--- src/rtl/display_timing_pkg.sv ---
// rtl/display_timing_pkg.sv - default raster timing, RGB565 pixel type and colour-bar helpers
package display_timing_pkg;

    localparam int H_ACTIVE_DEF   = 320;
    localparam int H_FP_DEF       = 20;
    localparam int H_SYNC_DEF     = 30;
    localparam int H_BP_DEF       = 30;
    localparam int V_ACTIVE_DEF   = 240;
    localparam int V_FP_DEF       = 4;
    localparam int V_SYNC_DEF     = 3;
    localparam int V_BP_DEF       = 15;
    localparam int PIXEL_BITS_DEF = 16;

    localparam int H_TOTAL_DEF = H_ACTIVE_DEF + H_FP_DEF + H_SYNC_DEF + H_BP_DEF;
    localparam int V_TOTAL_DEF = V_ACTIVE_DEF + V_FP_DEF + V_SYNC_DEF + V_BP_DEF;

    typedef struct packed {
        logic [4:0] r;
        logic [5:0] g;
        logic [4:0] b;
    } rgb565_t;

    localparam rgb565_t BAR_WHITE   = '{r: 5'h1F, g: 6'h3F, b: 5'h1F};
    localparam rgb565_t BAR_YELLOW  = '{r: 5'h1F, g: 6'h3F, b: 5'h00};
    localparam rgb565_t BAR_CYAN    = '{r: 5'h00, g: 6'h3F, b: 5'h1F};
    localparam rgb565_t BAR_GREEN   = '{r: 5'h00, g: 6'h3F, b: 5'h00};
    localparam rgb565_t BAR_MAGENTA = '{r: 5'h1F, g: 6'h00, b: 5'h1F};
    localparam rgb565_t BAR_RED     = '{r: 5'h1F, g: 6'h00, b: 5'h00};
    localparam rgb565_t BAR_BLUE    = '{r: 5'h00, g: 6'h00, b: 5'h1F};
    localparam rgb565_t BAR_BLACK   = '{r: 5'h00, g: 6'h00, b: 5'h00};

    function automatic logic [2:0] bar_index(input int unsigned h, input int unsigned h_active);
        return 3'((h * 8) / h_active);
    endfunction

    function automatic rgb565_t color_bar(input logic [2:0] bar);
        case (bar)
            3'd0:    return BAR_WHITE;
            3'd1:    return BAR_YELLOW;
            3'd2:    return BAR_CYAN;
            3'd3:    return BAR_GREEN;
            3'd4:    return BAR_MAGENTA;
            3'd5:    return BAR_RED;
            3'd6:    return BAR_BLUE;
            default: return BAR_BLACK;
        endcase
    endfunction

endpackage

--- src/rtl/raster_counter.sv ---
// rtl/raster_counter.sv - pixel/line counters with enable and wrap, plus active and raw sync decode
module raster_counter
    import display_timing_pkg::*;
#(
    parameter int H_ACTIVE = H_ACTIVE_DEF,
    parameter int H_FP     = H_FP_DEF,
    parameter int H_SYNC   = H_SYNC_DEF,
    parameter int H_BP     = H_BP_DEF,
    parameter int V_ACTIVE = V_ACTIVE_DEF,
    parameter int V_FP     = V_FP_DEF,
    parameter int V_SYNC   = V_SYNC_DEF,
    parameter int V_BP     = V_BP_DEF,
    parameter int H_BITS   = $clog2(H_ACTIVE + H_FP + H_SYNC + H_BP),
    parameter int V_BITS   = $clog2(V_ACTIVE + V_FP + V_SYNC + V_BP)
) (
    input  logic              clk,
    input  logic              rst,
    input  logic              en_i,
    output logic [H_BITS-1:0] h_cnt_o,
    output logic [V_BITS-1:0] v_cnt_o,
    output logic              active_o,
    output logic              hsync_raw_o,
    output logic              vsync_raw_o,
    output logic              frame_wrap_o
);

    localparam int H_TOTAL = H_ACTIVE + H_FP + H_SYNC + H_BP;
    localparam int V_TOTAL = V_ACTIVE + V_FP + V_SYNC + V_BP;

    localparam logic [H_BITS-1:0] H_LAST   = H_BITS'(H_TOTAL - 1);
    localparam logic [H_BITS-1:0] H_ACT    = H_BITS'(H_ACTIVE);
    localparam logic [H_BITS-1:0] HS_FIRST = H_BITS'(H_ACTIVE + H_FP);
    localparam logic [H_BITS-1:0] HS_LAST  = H_BITS'(H_ACTIVE + H_FP + H_SYNC - 1);
    localparam logic [V_BITS-1:0] V_LAST   = V_BITS'(V_TOTAL - 1);
    localparam logic [V_BITS-1:0] V_ACT    = V_BITS'(V_ACTIVE);
    localparam logic [V_BITS-1:0] VS_FIRST = V_BITS'(V_ACTIVE + V_FP);
    localparam logic [V_BITS-1:0] VS_LAST  = V_BITS'(V_ACTIVE + V_FP + V_SYNC - 1);

    logic [H_BITS-1:0] h_q, h_d;
    logic [V_BITS-1:0] v_q, v_d;
    logic              line_end;

    assign line_end = (h_q == H_LAST);

    always_comb begin
        h_d = h_q;
        v_d = v_q;
        if (en_i) begin
            if (line_end) begin
                h_d = '0;
                v_d = (v_q == V_LAST) ? '0 : v_q + 1'b1;
            end else begin
                h_d = h_q + 1'b1;
            end
        end
    end

    always_ff @(posedge clk) begin
        if (!rst) begin
            h_q <= '0;
            v_q <= '0;
        end else begin
            h_q <= h_d;
            v_q <= v_d;
        end
    end

    assign h_cnt_o      = h_q;
    assign v_cnt_o      = v_q;
    assign active_o     = (h_q < H_ACT) && (v_q < V_ACT);
    assign hsync_raw_o  = !((h_q >= HS_FIRST) && (h_q <= HS_LAST));
    assign vsync_raw_o  = !((v_q >= VS_FIRST) && (v_q <= VS_LAST));
    assign frame_wrap_o = en_i && line_end && (v_q == V_LAST);

endmodule

--- src/rtl/display_scanout.sv ---
// rtl/display_scanout.sv - raster scan-out: framebuffer read addressing and 2-stage sync/pixel pipeline
// TEST_PATTERN_EN adds test_sel, which swaps framebuffer pixels for 8 vertical colour bars.
module display_scanout
    import display_timing_pkg::*;
#(
    parameter int H_ACTIVE   = H_ACTIVE_DEF,
    parameter int H_FP       = H_FP_DEF,
    parameter int H_SYNC     = H_SYNC_DEF,
    parameter int H_BP       = H_BP_DEF,
    parameter int V_ACTIVE   = V_ACTIVE_DEF,
    parameter int V_FP       = V_FP_DEF,
    parameter int V_SYNC     = V_SYNC_DEF,
    parameter int V_BP       = V_BP_DEF,
    parameter int PIXEL_BITS = PIXEL_BITS_DEF,
    parameter int ADDR_BITS  = $clog2(H_ACTIVE * V_ACTIVE)
) (
    input  logic                  clk,
    input  logic                  rst,
    input  logic                  pix_en,
    output logic [ADDR_BITS-1:0]  fb_rd_addr,
    input  logic [PIXEL_BITS-1:0] fb_rd_data,
`ifdef TEST_PATTERN_EN
    input  logic                  test_sel,
`endif
    output logic                  hsync,
    output logic                  vsync,
    output logic                  de,
    output logic [PIXEL_BITS-1:0] pixel,
    output logic                  frame_start
);

    localparam int H_BITS = $clog2(H_ACTIVE + H_FP + H_SYNC + H_BP);
    localparam int V_BITS = $clog2(V_ACTIVE + V_FP + V_SYNC + V_BP);
    localparam logic [ADDR_BITS-1:0] ADDR_LAST = ADDR_BITS'(H_ACTIVE * V_ACTIVE - 1);

    logic [H_BITS-1:0]     h_cnt;
    logic [V_BITS-1:0]     v_cnt;
    logic                  active, hsync_raw, vsync_raw, frame_wrap;
    logic [ADDR_BITS-1:0]  addr_q, addr_d;
    logic                  s1_active_q, s1_hsync_q, s1_vsync_q, s1_first_q;
`ifdef TEST_PATTERN_EN
    logic [H_BITS-1:0]     s1_h_q;
`endif
    logic [PIXEL_BITS-1:0] cap_q, cap_d, fb_word;
    logic                  cap_vld_q, cap_vld_d;
    logic [PIXEL_BITS-1:0] pixel_q, pixel_d;
    logic                  de_q, hsync_q, vsync_q, fs_q, fs_d;

    raster_counter #(
        .H_ACTIVE(H_ACTIVE), .H_FP(H_FP), .H_SYNC(H_SYNC), .H_BP(H_BP),
        .V_ACTIVE(V_ACTIVE), .V_FP(V_FP), .V_SYNC(V_SYNC), .V_BP(V_BP),
        .H_BITS(H_BITS), .V_BITS(V_BITS)
    ) u_raster (
        .clk          (clk),
        .rst          (rst),
        .en_i         (pix_en),
        .h_cnt_o      (h_cnt),
        .v_cnt_o      (v_cnt),
        .active_o     (active),
        .hsync_raw_o  (hsync_raw),
        .vsync_raw_o  (vsync_raw),
        .frame_wrap_o (frame_wrap)
    );

    always_comb begin
        addr_d = addr_q;
        if (pix_en) begin
            if (frame_wrap) begin
                addr_d = '0;
            end else if (active) begin
                addr_d = (addr_q == ADDR_LAST) ? '0 : addr_q + 1'b1;
            end
        end

        // Read data belongs to the pixel in stage 1 only on the cycle after it was loaded;
        // on the first stalled edge it is captured so a free-running RAM cannot overtake it.
        cap_d     = cap_q;
        cap_vld_d = cap_vld_q;
        if (pix_en) begin
            cap_vld_d = 1'b0;
        end else if (!cap_vld_q) begin
            cap_d     = fb_rd_data;
            cap_vld_d = 1'b1;
        end
        fb_word = cap_vld_q ? cap_q : fb_rd_data;

        pixel_d = s1_active_q ? fb_word : '0;
`ifdef TEST_PATTERN_EN
        if (test_sel && s1_active_q) begin
            pixel_d = PIXEL_BITS'(color_bar(bar_index(32'(s1_h_q), H_ACTIVE)));
        end
`endif
        fs_d = pix_en && s1_first_q;
    end

    always_ff @(posedge clk) begin
        if (!rst) begin
            addr_q      <= '0;
            s1_active_q <= 1'b0;
            s1_hsync_q  <= 1'b1;
            s1_vsync_q  <= 1'b1;
            s1_first_q  <= 1'b0;
`ifdef TEST_PATTERN_EN
            s1_h_q      <= '0;
`endif
            cap_q       <= '0;
            cap_vld_q   <= 1'b0;
            pixel_q     <= '0;
            de_q        <= 1'b0;
            hsync_q     <= 1'b1;
            vsync_q     <= 1'b1;
            fs_q        <= 1'b0;
        end else begin
            addr_q    <= addr_d;
            cap_q     <= cap_d;
            cap_vld_q <= cap_vld_d;
            fs_q      <= fs_d;
            if (pix_en) begin
                s1_active_q <= active;
                s1_hsync_q  <= hsync_raw;
                s1_vsync_q  <= vsync_raw;
                s1_first_q  <= (h_cnt == '0) && (v_cnt == '0);
`ifdef TEST_PATTERN_EN
                s1_h_q      <= h_cnt;
`endif
                pixel_q     <= pixel_d;
                de_q        <= s1_active_q;
                hsync_q     <= s1_hsync_q;
                vsync_q     <= s1_vsync_q;
            end
        end
    end

    assign fb_rd_addr  = addr_q;
    assign pixel       = pixel_q;
    assign de          = de_q;
    assign hsync       = hsync_q;
    assign vsync       = vsync_q;
    assign frame_start = fs_q;

endmodule

--- config.mk ---
export PLATFORM = sky130hd
export DESIGN_NAME = display_scanout
export DESIGN_NICKNAME = d
export VERILOG_FILES = /design/src/rtl/display_timing_pkg.sv /design/src/rtl/raster_counter.sv /design/src/rtl/display_scanout.sv
export SDC_FILE = /design/constraint.sdc
export NUM_CORES = 1
export LEC_CHECK = 0
export BUFFER_PORTS_ARGS = -buffer_cell sky130_fd_sc_hd__buf_2
export CORE_MARGIN = 2
export CORE_UTILIZATION = 50
export DETAILED_ROUTE_END_ITERATION = 6
export GPL_TIMING_DRIVEN = 0
export HOLD_SLACK_MARGIN = 0.12
export MAX_ROUTING_LAYER = met4
export PLACE_DENSITY = 0.82
export SETUP_SLACK_MARGIN = 0.1
export SLEW_MARGIN = 20
export SYNTH_ARGS = -nofsm -noshare
export SYNTH_HDL_FRONTEND = slang
export SYNTH_SLANG_ARGS = --single-unit
--- constraint.sdc ---
create_clock -name clk -period 6.2 [get_ports clk]
set_input_delay 0 -clock clk [delete_from_list [all_inputs] [get_ports clk]]
set_output_delay 0 -clock clk [all_outputs]
set_load 0.02 [all_outputs]
After elaboration in Yosys (flattened, before gate mapping)
Index checks and enable logic that the tools add are counted.
{ "word_totals": {"ff_bits": 76, "latch_bits": 0, "ram_bits": 0, "romBits": 0, "input_bits": 19, "output_inout_bits": 37, "elab_cells": 48, "memories": 0} }
{ "op_classes": {"addsub": 3, "multipliers": 0, "div_mod_pow": 0, "n_lt_le_gt_ge": 6, "eq_ne": 3, "shifts": 0, "muxes": 8, "n_bitwise": 0, "reduce_logical": 14} }
{ "op_table": {"columns": ["operator", "count"], "rows": [
  ["$mux 17", 3],
  ["$mux 16", 2],
  ["$add 9x1->9 const B", 2],
  ["$eq 9x9->1 const B", 2],
  ["$logic_not 9->1", 2],
  ["$mux 9", 2],
  ["$add 17x1->17 const B", 1],
  ["$eq 17x17->1 const B", 1],
  ["$ge 9x8->1 const B", 1],
  ["$ge 9x9->1 const B", 1],
  ["$le 9x8->1 const B", 1],
  ["$le 9x9->1 const B", 1],
  ["$lt 9x8->1 const B", 1],
  ["$lt 9x9->1 const B", 1],
  ["$logic_and 1x1->1", 7],
  ["$reduce_and 2->1", 2],
  ["$logic_not 1->1", 2],
  ["$reduce_bool 2->1", 1],
  ["$mux 1", 1]
]} }

Depth between registers and ports, before layout
Gate-level depths: netlist of run 1.
{ "logic_depth": {"ltp_word": 5, "mapped_depth": 9, "depth_no_buf": 7} }

Modules after synthesis
Synthesis of run 1 repeated with hierarchy kept, for this count alone.
{ "hier_totals": {"cells_unflattened": 396, "area_unflattened_um2": 3443.3} }
{ "by_module_without_submodules": {"columns": ["mod", "n_inst", "cells_per_inst", "area_per_inst_um2", "seq_area_each_um2"], "rows": [
  ["display_scanout", 1, 276, 2452.4, 1161.1],
  ["raster_counter", 1, 120, 991.0, 360.3]
]} }

Worst setup path before layout of run 1
No wires, ideal clock.
{ "synth_path": {"path_type": "register -> register", "start": "reg u_raster.h_q[0], in the netlist u_raster.h_cnt_o[0]", "end": "reg addr_q[14], in the netlist fb_rd_addr[14]", "setup_ps": 70, "arrival_ps": 1911, "t_required_ps": 6130, "setup_slack_ps": 4219, "stages_incl_launch_ff": 9, "path_buffers": 2, "synth_period_minus_slack_ps": 1981, "path_cell_list": "dfxtp_1 ha_1 and4_1 buf_2 nand3_2 o21a_1 buf_6 or4_1 a21oi_1"} }
{ "synth_via": {"elab_chain_cells": 5, "elab_cells_between_ends": 8, "cone_classes": "1 x order compare; 1 x eq/ne; 1 x mux; 5 x reduce/logical"} }
{ "synth_rtl": {"columns": ["item", "line_no", "text"], "rows": [
  ["start: declaration", "raster_counter.sv:39", "logic [H_BITS-1:0] h_q, h_d;"],
  ["start signal: assignment", "raster_counter.sv:60", "h_q <= '0;"],
  ["start signal: assignment", "raster_counter.sv:63", "h_q <= h_d;"],
  ["parallel branches: the longest is 5 deep, another holds $lt 9x9->1", null, null],
  ["end signal: assignment", "display_scanout.sv:114", "addr_q <= addr_d;"],
  ["end: declaration", "display_scanout.sv:39", "logic [ADDR_BITS-1:0] addr_q, addr_d;"]
]} }
Several ways; the timed one is not identified.
A chain may end at the register's enable or synchronous reset.

Worst setup path after layout of run 1
{ "layout_path": {"start": "reg u_raster.h_q[0], in the netlist u_raster.h_cnt_o[0]", "end": "reg addr_q[3], in the netlist fb_rd_addr[3]"} }
Same word-level chain as after synthesis.

==> results of run 1 <==
==> through the flow <==
step | power [mW] | worst slack (ns) | std cells | hold slack, ns | utilization
6_report | 0.9262 | 3.849 | 558 | 0.1552 | 0.6168
5_1_grt | 0.9708 | 3.642 | 558 | 0.1630 | 0.6168
4_1_cts | 0.9349 | 3.866 | 558 | 0.1416 | 0.6168
3_5_place_dp | 0.5900 | 3.877 | 524 | 0.2702 | 0.5635
3_3_place_gp | 0.5870 | 3.950 | 524 | 0.2624 | 0.5635
2_1_floorplan | 0.5661 | 4.219 | 390 | 0.1449 | -
==> critical path: cells and delay by family (launching register included) <==
kind                       cells  cell delay (ns)
AOI/OAI and AO/OA              2             0.64
adders and majority gates      1             0.20
buffers and inverters          2             0.49
DFF                            1             0.45
and+or+nand+nor                3             0.45
==> metal layers <==
layer	vias to the layer above	GRT usage	share of wire
met2	64	0.3573	0.49
met1	1432	0.2509	0.46
li1	1534	-	-
met4	0	0.1051	0.013
met3	11	0.04381	0.040
met5	-	-	0
==> cell type report <==
| cell class | count | area (µm²) | share of cell area |
|---|---|---|---|
| well taps | 80 | 100.1 | 0.02415 |
| multi-input cells | 289 | 1785 | 0.4309 |
| clock inverters | 6 | 40.04 | 0.009662 |
| flip-flops and latches | 76 | 1521 | 0.3672 |
| repair buffers | 72 | 450.4 | 0.1087 |
| plain buffers | 19 | 86.33 | 0.02083 |
| clock buffers | 10 | 137.6 | 0.03321 |
| inverters | 6 | 22.52 | 0.005435 |
==> power groups by stage <==
| stage | Clock (mW) | Sequential [mW] | Combinational [mW] |
|---|---|---|---|
| 3_3_place_gp | 0 | 0.519 | 0.0677 |
| 2_1_floorplan | 0 | 0.524 | 0.0421 |
| 6_report | 0.338 | 0.509 | 0.0792 |
| 3_5_place_dp | 0 | 0.520 | 0.0699 |
| 5_1_grt | 0.371 | 0.511 | 0.0891 |
| 4_1_cts | 0.347 | 0.509 | 0.0791 |
==> what timing repair did <==
action,CTS,global route
gates resized for setup,0,0
hold buffers,18,0
hold endpoints to repair,35,0
==> cell families after synthesis <==
kind of cell | count (synthesis) | share of synthesized area
AND/OR/NAND/NOR | 171 | 0.2571
flip-flops | 76 | 0.4454
AO/OA/AOI/OAI | 72 | 0.1326
buffers and inverters | 25 | 0.03187
multiplexers | 20 | 0.05861
XOR/XNOR | 19 | 0.04872
adder cells (fa/ha/maj) | 7 | 0.02564
==> flip-flops by register name, indices dropped and copies added (netlist names), 9 cells and up <==
| name | flops |
|---|---|
| pixel | 16 |
| fb_rd_addr | 17 |
| u_raster.v_cnt_o | 9 |
| u_raster.h_cnt_o | 9 |
| cap_q | 16 |
==> how the worst min path moves through the flow <==
stage	endpoint	slack [ns]	depth (start not counted)
final	pixel[5]$_SDFFE_PN0P_	0.16	3
after global routing	pixel[5]$_SDFFE_PN0P_	0.16	3
after CTS	pixel[15]$_SDFFE_PN0P_	0.14	3
after detailed placement	cap_q[12]$_SDFFE_PN0N_	0.27	3
after global placement	cap_q[12]$_SDFFE_PN0N_	0.26	3
after floorplan	cap_q[10]$_SDFFE_PN0N_	0.14	2
==> placed cells by master (no fill, tap or decap), types with 5 or more instances in the layout <==
| cell | count |
|---|---|
| a21boi_0 | 18 |
| a21oi_1 | 11 |
| and3_1 | 8 |
| and4_1 | 5 |
| buf_2 | 57 |
| clkbuf_1 | 14 |
| clkbuf_8 | 10 |
| dfxtp_1 | 76 |
| dlygate4sd3_1 | 18 |
| ha_1 | 7 |
| inv_1 | 6 |
| mux2i_1 | 20 |
| nand2_1 | 69 |
| nand3_1 | 11 |
| nand4_1 | 15 |
| nor2_1 | 26 |
| nor2b_1 | 6 |
| o21ai_0 | 28 |
| or3_1 | 7 |
| xnor2_1 | 13 |
| xor2_1 | 6 |
==> results by group, run 1 <==
Place
  – GPL Wtd Cong: just over 0.9
  – HPWL after DPL: 5.152 mm
  – Area post-placement: 3786 µm²
  – Number of port buffers: 54

Worst setup path
  – Setup crit start: u_raster.h_cnt_o[0]$_SDFFE_PN0P_
  – Critical Path Fanout Max: 10
  – Setup crit end: fb_rd_addr[3]$_SDFFE_PN0P_
  – Most used cell along the critical path: buf_2
  – Flop2flop setup slack: 3.85 ns
  – Required @ worst endpoint: 6.44 ns
  – Worst Setup End Kind: flop
  – Worst path cell trace: ha_1 -> and4_1 -> buf_2 -> nand3_2 -> o21ai_0 -> o21bai_1 -> buf_2 -> nor2_1
  – Crit path arrival time: around 2.6 ns
  – Crit path largest cell delay: 0.45 ns
  – Crit path kind: reg2reg
  – Slowest CP cell: dfxtp_1
  – R2r worst-path depth: 8
  – Worst r2r src: u_raster.h_cnt_o[0]$_SDFFE_PN0P_
  – Startpoint Class: flop
  – Reg2Reg Capture Point: fb_rd_addr[3]$_SDFFE_PN0P_

Clock network
  – Worst-path clk slew: about 0.080 ns
  – Worst skew pair latency: ~0.35 ns
  – CTS Sinks: 76
  – Root Buffer: clkbuf_8
  – CTS tree: built
  – # Post-CTS Setup Buffers: 0
  – Clock buffer depth: 2
  – CTS H-tree depth: 3
  – Number of CTS-inserted buffers: 9

Floorplanning
  – Core area: approximately 6700 µm²
  – Area of the die: between 7000 and 8000 µm²
  – Starting density of the core: 0.5084
  – IO Pins: 56
  – Num rows: 30
  – Die height: 86.66 µm
  – Die Wd: approximately 87 µm

Synth
  – Sequential-to-total area share from yosys stat: 0.4454
  – Count leader, synth: dfxtp_1
  – Synth Flop Type: dfxtp_1
  – Synth warn: 0
  – Syn_nets: 416
  – Area share of the leading cell type in the synthesized netlist: 0.4454
  – Top cells by count, synth: 76 x dfxtp_1, 69 x nand2_1, 28 x o21ai_0, 26 x nor2_1, 20 x mux2i_1
  – Post-synth top area cell: dfxtp_1
  – Post-synthesis async set-or-reset flop share: 0
  – Top cells by area, synth: dfxtp_1 45%, nand2_1 7.6%, mux2i_1 5.9%
  – Synth cell types: 48
  – Mapped cell area: around 3400 µm²
  – Post-synth EDFFs: 0
  – Cell count after synthesis: 390
  – Yosys reg bits: 76
  – Mean Syn Cell Area: slightly below 9 µm²

Global route
  – Largest net degree at the start of global routing: 14
  – Grt total ovfl: 0
  – First-pass GRT wire length: roughly 13 mm
  – Initial antenna violation count: 0
  – GRT Total Usage: 0.2164
  – Number of global-route vias before repair: around 2900

Route
  – DRC Markers: 0
  – Vias post-DR: between 3000 and 4000
  – Initial DRC count: 127
  – Vias per cell: roughly 5.4
  – WL/cell: 13.41 µm
  – Final WL: ~7.5 mm
  – 1st-pass router iterations: 4
  – Post-route ant nets: 0

Pwr
  – Logic gate share of total power: 0.085
  – P_sw: roughly 240 µW
  – Internal cell power: between 600 and 700 µW
  – Worst vdd ir: ~0.00013 V
  – Pleak: approximately 1.6 nW
  – Switching part of the total: 0.2539
  – Reg power frac: 0.549
  – PwrDens: approximately 220 nW/µm²
  – Clock power frac: 0.365

Status
  – Status: complete, no violations

STA
  – Fin crit period: 2.351 ns
  – Top achievable clock speed: roughly 0.43 GHz
  – RSZ-0062 raised after global routing: no
  – Clock Skews: between 0.01 and 0.015 ns
  – Slew headroom: 0.5461
  – Max-slew violation count: 0
  – Final Hold Fails: 0
  – Setup Viol. Count Final: 0
  – Least-Margin Pin Slew: just under 0.7 ns
  – Setup TNS: 0 ns
  – Fin crit share: 0.3791

Finish
  – # diodes: 0
  – Fin nets: 499
  – Final Instance Area: 4144 µm²
  – Area growth, synth to finish: 21.32%
  – Layout cells sized above 1: 0.1736
  – Fillcell total: between 500 and 600

Flow run
  – Max Cap Violations: 0

Worst hold path
  – Worst hold-check path type: in2reg
  – Hold path start: rst
(Power assumes the default switching activity.)
==> run 2: changes to the inputs <==
--- a/config.mk
+++ b/config.mk
@@ -12,7 +12,7 @@
 export GPL_TIMING_DRIVEN = 0
 export HOLD_SLACK_MARGIN = 0.12
 export MAX_ROUTING_LAYER = met4
-export PLACE_DENSITY = 0.82
+export PLACE_DENSITY = 0.85
 export SETUP_SLACK_MARGIN = 0.1
 export SLEW_MARGIN = 20
 export SYNTH_ARGS = -nofsm -noshare
==> constraint.sdc (replaced) <==
create_clock -name clk -period 2.1 [get_ports clk]
set_input_delay 0 -clock clk [delete_from_list [all_inputs] [get_ports clk]]
set_output_delay 0 -clock clk [all_outputs]
set_load 0.02 [all_outputs]
==> run 2 against run 1 <==
Compared with the run above: critical path depth did not move; clock power grew to 3.3 times the previous value; largest power group unchanged; cell area grew 5.2%; register-to-register slack got worse by 3.7 ns; die area unchanged; cell count grew 2.3%; count of clock-buffer cells in the layout is the same.
==> results by group, run 2 (same netlist as run 1, synthesis figures left out) <==
Floorplanning
  – Area of the die: 7509 µm² (unchanged)
  – Die Wd: 86.66 µm (unchanged)
  – IO Pins: 56 (unchanged)
  – Die height: 86.66 µm (unchanged)
  – Starting density of the core: 0.5084 (unchanged)
  – Core area: 6719 µm² (unchanged)
  – Num rows: 30 (unchanged)

Route
  – 1st-pass router iterations: 5 (+1)
  – Initial DRC count: 181 (+43%)
  – WL/cell: 14.46 µm (+7.9%)
  – Post-route ant nets: 0 (unchanged)
  – Final WL: 8.259 mm (+10%)
  – DRC Markers: 0 (unchanged)
  – Vias per cell: 5.529 (+1.5%)
  – Vias post-DR: 3157 (+3.8%)

Global route
  – Initial antenna violation count: 0 (unchanged)
  – Largest net degree at the start of global routing: 14 (unchanged)
  – First-pass GRT wire length: 12.66 mm (-0.32%)
  – Grt total ovfl: 0 (unchanged)
  – Number of global-route vias before repair: 2838 (-1.9%)
  – GRT Total Usage: 0.2180 (+0.001572)

Worst setup path
  – Required @ worst endpoint: 2.40 ns (-4.04 ns)
  – Flop2flop setup slack: 0.11 ns (-3.74 ns)
  – Worst Setup End Kind: flop
  – Worst Path Buf+Inv: 2 (unchanged)
  – Setup crit start: u_raster.v_cnt_o[1]$_SDFFE_PN0P_
  – CP top delay family: simple AND/OR/NAND/NOR gates
  – Worst path cell trace: inv_2 -> ha_1 -> and4b_2 -> nand2_2 -> o21a_1 -> buf_6 -> or4_4 -> a21oi_2
  – Startpoint Class: flop
  – Crit path largest cell delay: 0.49 ns (+0.04 ns)
  – Worst r2r src: u_raster.v_cnt_o[1]$_SDFFE_PN0P_
  – Slowest CP cell: or4_4
  – Critical Path Fanout Max: 10 (unchanged)
  – Crit path kind: reg2reg
  – Crit path arrival time: 2.29 ns (-0.30 ns)

Status
  – Status: complete, no violations

Pwr
  – P_sw: 717.8 µW (+210%)
  – Internal cell power: 2.140 mW (+210%)
  – PwrDens: 655.3 nW/µm² (+190%)
  – Power Total: 2.857 mW (+210%)
  – Clock power frac: 0.386 (+0.021)
  – Worst vdd ir: 0.0003092 V (+140%)
  – Switching part of the total: 0.2512 (-0.002655)
  – Logic gate share of total power: 0.088 (+0.003)
  – Reg power frac: 0.526 (-0.023)
  – Pleak: 1.739 nW (+5.6%)

Worst hold path
  – Worst hold-check path type: in2reg
  – Hold path start: rst

Flow run
  – Max Cap Violations: 0 (unchanged)

STA
  – RSZ-0062 raised after global routing: yes
  – Clock Skews: 0.01271 ns (-0.0002314 ns)
  – Setup TNS: 0 ns (unchanged)
  – Slew headroom: 0.5442 (-0.001969)
  – Least-Margin Pin Slew: 0.6838 ns (+0.002953 ns)
  – Setup Viol. Count Final: 0 (unchanged)
  – Fin crit period: 1.989 ns (-0.3615 ns)
  – Final Hold Fails: 0 (unchanged)
  – WHS: 0.1477 ns (-0.007530 ns)
  – Fin crit share: 0.9472 (+0.5681)
  – Max-slew violation count: 0 (unchanged)
  – Top achievable clock speed: 0.5027 GHz (+18%)

Clock network
  – CTS H-tree depth: 3 (unchanged)
  – Worst-path clk slew: 0.09 ns (about the same)
  – Root Buffer: clkbuf_8
  – Worst skew pair latency: 0.36 ns (about the same)
  – CTS Sinks: 76 (unchanged)
  – CTS tree: built
  – Clock buffer depth: 2 (unchanged)
  – Number of CTS-inserted buffers: 9 (unchanged)

Finish
  – # diodes: 0 (unchanged)
  – Commonest non-fill, non-tap cell in the layout: dfxtp_1
  – Area growth, synth to finish: 27.66%
  – Final core occ: 0.6490 (+0.03222)
  – Max reg flops: 17 (unchanged)
  – Layout cells sized above 1: 0.2342 (+0.06058)
  – Fillcell total: 509 (-9.8%)
  – Commonest cells after routing, fill and taps aside: 71 x dfxtp_1, 69 x nand2_1, 57 x buf_2
  – Fin nets: 512 (+2.6%)

Place
  – HPWL after DPL: 5.208 mm (+1.1%)
  – GPL Wtd Cong: 0.8632 (-5.6%)
  – Number of port buffers: 54 (unchanged)
run 2: cell types whose count changed in the layout (fill, tap and decap cells not counted), sizes merged:
cell,previous run,this run
clkbuf,24,23
dlygate4sd3,18,19
clkinv,5,4
buf,59,72
bufinv,0,1
run 2: final timing paths:
check                                     end  cells after the start
hold / removal         pixel[15]$_SDFFE_PN0P_                      3
setup reg to reg  fb_rd_addr[12]$_SDFFE_PN0P_                      8
setup / recovery  fb_rd_addr[12]$_SDFFE_PN0P_                      8
hold reg to reg         pixel[9]$_SDFFE_PN0P_                      2
run 2: final cells by class:
type,count,area (µm²),area share
inverter,6,22.52,0.005165
buffer,19,95.09,0.02181
tap,80,100.1,0.02296
multi-input combinational,289,1869,0.4287
clock buffer,10,127.6,0.02927
timing repair buffer,85,550.5,0.1263
clock inverter,6,65.06,0.01492
sequential,76,1530,0.3509
run 2: stage by stage:
| step | std cells | setup WS [ns] | area [µm²] |
|---|---|---|---|
| 3_3_place_gp | 524 | -0.1430 | 3786 |
| 5_1_grt | 571 | 0.02732 | 4360 |
| 3_5_place_dp | 524 | -0.2158 | 3786 |
| 6_report | 571 | 0.1109 | 4360 |
| 2_1_floorplan | 390 | 0.1190 | 3416 |
| 4_1_cts | 562 | 0.1152 | 4232 |
run 2: repair_timing:
item / in CTS / in global routing
cloned: 0 / 0
pin swaps: 2 / 6
endpoints found under the setup margin: 25 / 22
hold buffers: 19 / 0
resized for setup: 13 / 18
buffers inserted: 3 / 9
hold endpoints to repair: 35 / 0
run 2: metal layers:
metal / routed length, µm / track usage
met1: 3536 / 0.2537
met4: 108 / 0.1037
met2: 4238 / 0.3650
met5: 0 / -
met3: 376 / 0.03714
run 2: power by group through the flow:
| stage | Clock (mW) | Sequential, mW | Combinational (mW) |
|---|---|---|---|
| detailed placement | 0 | 1.54 | 0.207 |
| floorplan | 0 | 1.55 | 0.124 |
| global route | 1.18 | 1.51 | 0.281 |
| CTS | 1.12 | 1.50 | 0.247 |
| global placement | 0 | 1.53 | 0.199 |
| finish | 1.10 | 1.50 | 0.252 |
run 2: worst register-to-register path: stages (launching register included):
cell and delay [ns]:
dfxtp_2 0.34, inv_2 0.08, ha_1 0.14, and4b_2 0.26, nand2_2 0.10, o21a_1 0.23
buf_6 0.14, or4_4 0.49, a21oi_2 0.16
==> run 3: changes to the inputs <==
==> constraint.sdc (replaced) <==
create_clock -name clk -period 1.7 [get_ports clk]
set_input_delay 0 -clock clk [delete_from_list [all_inputs] [get_ports clk]]
set_output_delay 0 -clock clk [all_outputs]
set_load 0.02 [all_outputs]
==> run 3 against run 2 <==
Compared with the run above: highest routed layer unchanged; largest cell class unchanged; count of clock-buffer cells in the layout down 1; register-to-register slack worse by 0.32 ns; largest power group unchanged; clock skew down 0.00057 ns; clock power up 8%; the run now ends with setup timing left.
==> results by group, run 3 (same netlist as run 1, synthesis figures left out) <==
Status
  – Status: finished, violations left
  – Failing checks: setup timing

Worst setup path
  – Crit path arrival time: 2.21 ns (-0.08 ns)
  – Setup crit end: fb_rd_addr[12]$_SDFFE_PN0P_
  – Reg2Reg Capture Point: fb_rd_addr[12]$_SDFFE_PN0P_
  – Worst path cell trace: inv_2 -> ha_4 -> and4b_2 -> nand2_4 -> o21a_4 -> buf_6 -> or4_4 -> a21oi_2
  – Crit path largest cell delay: 0.41 ns (-0.08 ns)
  – Slowest CP cell: or4_4
  – Flop2flop setup slack: -0.21 ns (-0.32 ns)
  – Worst Setup End Kind: flop
  – Startpoint Class: flop
  – Crit path kind: reg2reg
  – Setup crit start: u_raster.v_cnt_o[1]$_SDFFE_PN0P_
  – CP top delay family: simple AND/OR/NAND/NOR gates
  – Worst path depth: 8 (unchanged)
  – Worst r2r src: u_raster.v_cnt_o[1]$_SDFFE_PN0P_
  – Critical Path Fanout Max: 5 (-5)
  – R2r worst-path depth: 8 (unchanged)
  – Required @ worst endpoint: 2.00 ns (-0.40 ns)
  – Worst Path Buf+Inv: 2 (unchanged)

Finish
  – Fin nets: 536 (+4.7%)
  – Max reg flops: 17 (unchanged)
  – Register area: 1556 µm² (+1.7%)
  – Commonest cells after routing, fill and taps aside: 67 x nand2_1, 58 x dfxtp_1, 56 x buf_2
  – # diodes: 0 (unchanged)
  – Area of the multi-input gates: 2059 µm² (+10%)
  – Fillcell total: 441 (-13%)
  – Layout cells sized above 1: 0.3677 (+0.1335)
  – Area growth, synth to finish: 39.63%
  – Commonest non-fill, non-tap cell in the layout: nand2_1
  – Finished Layout Cells: 594 (+4.0%)

Clock network
  – CTS Sinks: 76 (unchanged)
  – CTS H-tree depth: 3 (unchanged)
  – Number of CTS-inserted buffers: 9 (unchanged)
  – CTS tree: built
  – Worst-path clk slew: 0.09 ns (about the same)
  – Worst skew pair latency: 0.37 ns (about the same)
  – Root Buffer: clkbuf_8
  – Clock buffer depth: 2 (unchanged)

Pwr
  – Pleak: 1.905 nW (+9.5%)
  – PwrDens: 713.8 nW/µm² (+8.9%)
  – Internal cell power: 2.496 mW (+17%)
  – Clock power frac: 0.350 (-0.036)
  – Worst vdd ir: 0.0006239 V (+100%)
  – Switching part of the total: 0.2670 (+0.01575)
  – Reg power frac: 0.543 (+0.017)
  – Logic gate share of total power: 0.107 (+0.019)
  – P_sw: 908.9 µW (+27%)

Floorplanning
  – Area of the die: 7509 µm² (unchanged)
  – Die Wd: 86.66 µm (unchanged)
  – Die height: 86.66 µm (unchanged)
  – IO Pins: 56 (unchanged)
  – Starting density of the core: 0.5084 (unchanged)
  – Num rows: 30 (unchanged)
  – Core area: 6719 µm² (unchanged)

Place
  – Placed cell count: 524 (unchanged)
  – Number of port buffers: 54 (unchanged)
  – GPL Wtd Cong: 0.8376 (-3.0%)
  – Pre-CTS WS: -0.4425 ns (-0.2267 ns)
  – HPWL after DPL: 5.261 mm (+1.0%)

Route
  – WL/cell: 17.56 µm (+21%)
  – Post-route ant nets: 0 (unchanged)
  – Initial DRC count: 330 (+82%)
  – Vias per cell: 5.911 (+6.9%)
  – 1st-pass router iterations: 5 (unchanged)
  – DRC Markers: 0 (unchanged)
  – Final WL: 10.43 mm (+26%)
  – Vias post-DR: 3511 (+11%)

Global route
  – Largest net degree at the start of global routing: 13 (-1)
  – Grt total ovfl: 0 (unchanged)
  – Initial antenna violation count: 0 (unchanged)
  – First-pass GRT wire length: 14.71 mm (+16%)
  – Number of global-route vias before repair: 3215 (+13%)
  – GRT Total Usage: 0.2546 (+0.03662)

STA
  – RSZ-0062 raised after global routing: yes
  – WHS: 0.1449 ns (-0.002757 ns)
  – Clock Skews: 0.01213 ns (-0.0005727 ns)
  – Setup TNS: -2.205 ns (-2.205 ns)
  – Setup Viol. Count Final: 20 (+20)
  – Top achievable clock speed: 0.5233 GHz (+4.1%)
  – Final Hold Fails: 0 (unchanged)
  – Max-slew violation count: 0 (unchanged)
  – Fin worst setup slack: -0.2109 ns (-0.3218 ns)
  – Fin crit period: 1.911 ns (-0.07818 ns)
  – Least-Margin Pin Slew: 0.5542 ns (-0.1295 ns)
  – Fin crit share: 1.124 (+0.1769)
  – Slew headroom: 0.6305 (+0.08634)

Worst hold path
  – Worst hold-check path type: in2reg

Flow run
  – Max Cap Violations: 0 (unchanged)
## run 3: cell types whose count changed in the layout (fill, tap and decap cells not counted), sizes merged
cell,previous run,this run
dlygate4sd3,19,18
buf,72,99
clkbuf,23,20
bufinv,1,0
clkinv,4,5
## run 3: per-stage QoR
stage	util	instance area [µm²]	total power, mW
floorplan	-	3460	2.068
global route	0.7099	4770	3.513
finish	0.7099	4770	3.405
global placement	0.5700	3830	2.145
CTS	0.6687	4493	3.340
detailed placement	0.5700	3830	2.157
## run 3: worst register-to-register path, cell delays in order, from the launching register on
cell	delay [ns]
dfxtp_2	0.34
inv_2	0.08
ha_4	0.13
and4b_2	0.28
nand2_4	0.09
o21a_4	0.24
buf_6	0.13
or4_4	0.41
a21oi_2	0.13
## run 3: what timing repair did
| action | 4_1_cts | 5_1_grt |
|---|---|---|
| endpoints found under the setup margin | 45 | 37 |
| pin swaps | 20 | 15 |
| hold buffers | 18 | 0 |
| gates cloned | 2 | 0 |
| setup buffers | 20 | 18 |
| hold endpoints to repair | 34 | 0 |
| resized for setup | 54 | 47 |
## run 3: worst min path at each step
stage          slack (ns)                     end  cells after the start            from
2_1_floorplan        0.14  cap_q[10]$_SDFFE_PN0N_                      2  fb_rd_data[10]
3_3_place_gp         0.26  cap_q[12]$_SDFFE_PN0N_                      3  fb_rd_data[12]
3_5_place_dp         0.27  cap_q[12]$_SDFFE_PN0N_                      3  fb_rd_data[12]
4_1_cts              0.17   pixel[5]$_SDFFE_PN0P_                      3             rst
5_1_grt              0.19   pixel[5]$_SDFFE_PN0P_                      3             rst
6_report             0.14   pixel[5]$_SDFFE_PN0P_                      3             rst
## run 3: power groups by stage
stage | combinational (mW) | sequential (mW) | clock, mW
6_report | 0.363 | 1.85 | 1.19
5_1_grt | 0.391 | 1.85 | 1.27
4_1_cts | 0.323 | 1.85 | 1.17
3_5_place_dp | 0.257 | 1.90 | 0
3_3_place_gp | 0.249 | 1.90 | 0
2_1_floorplan | 0.154 | 1.91 | 0
## run 3: layout make-up
cell class              instances  share of cell area
inverters                       6            0.004722
multi-input cells             289              0.4318
clock buffers                   9             0.02597
flip-flops and latches         76              0.3263
clock inverters                 6            0.006821
well taps                      80             0.02099
plain buffers                  18             0.02440
repair buffers                110              0.1590
## run 3: per-layer routing
layer / vias to the layer above / part of all wire / GRT usage
li1: 1610 / - / -
met1: 1653 / 0.38 / 0.2871
met2: 198 / 0.50 / 0.4315
met3: 50 / 0.077 / 0.04095
met4: 0 / 0.045 / 0.1364
met5: - / 0 / -
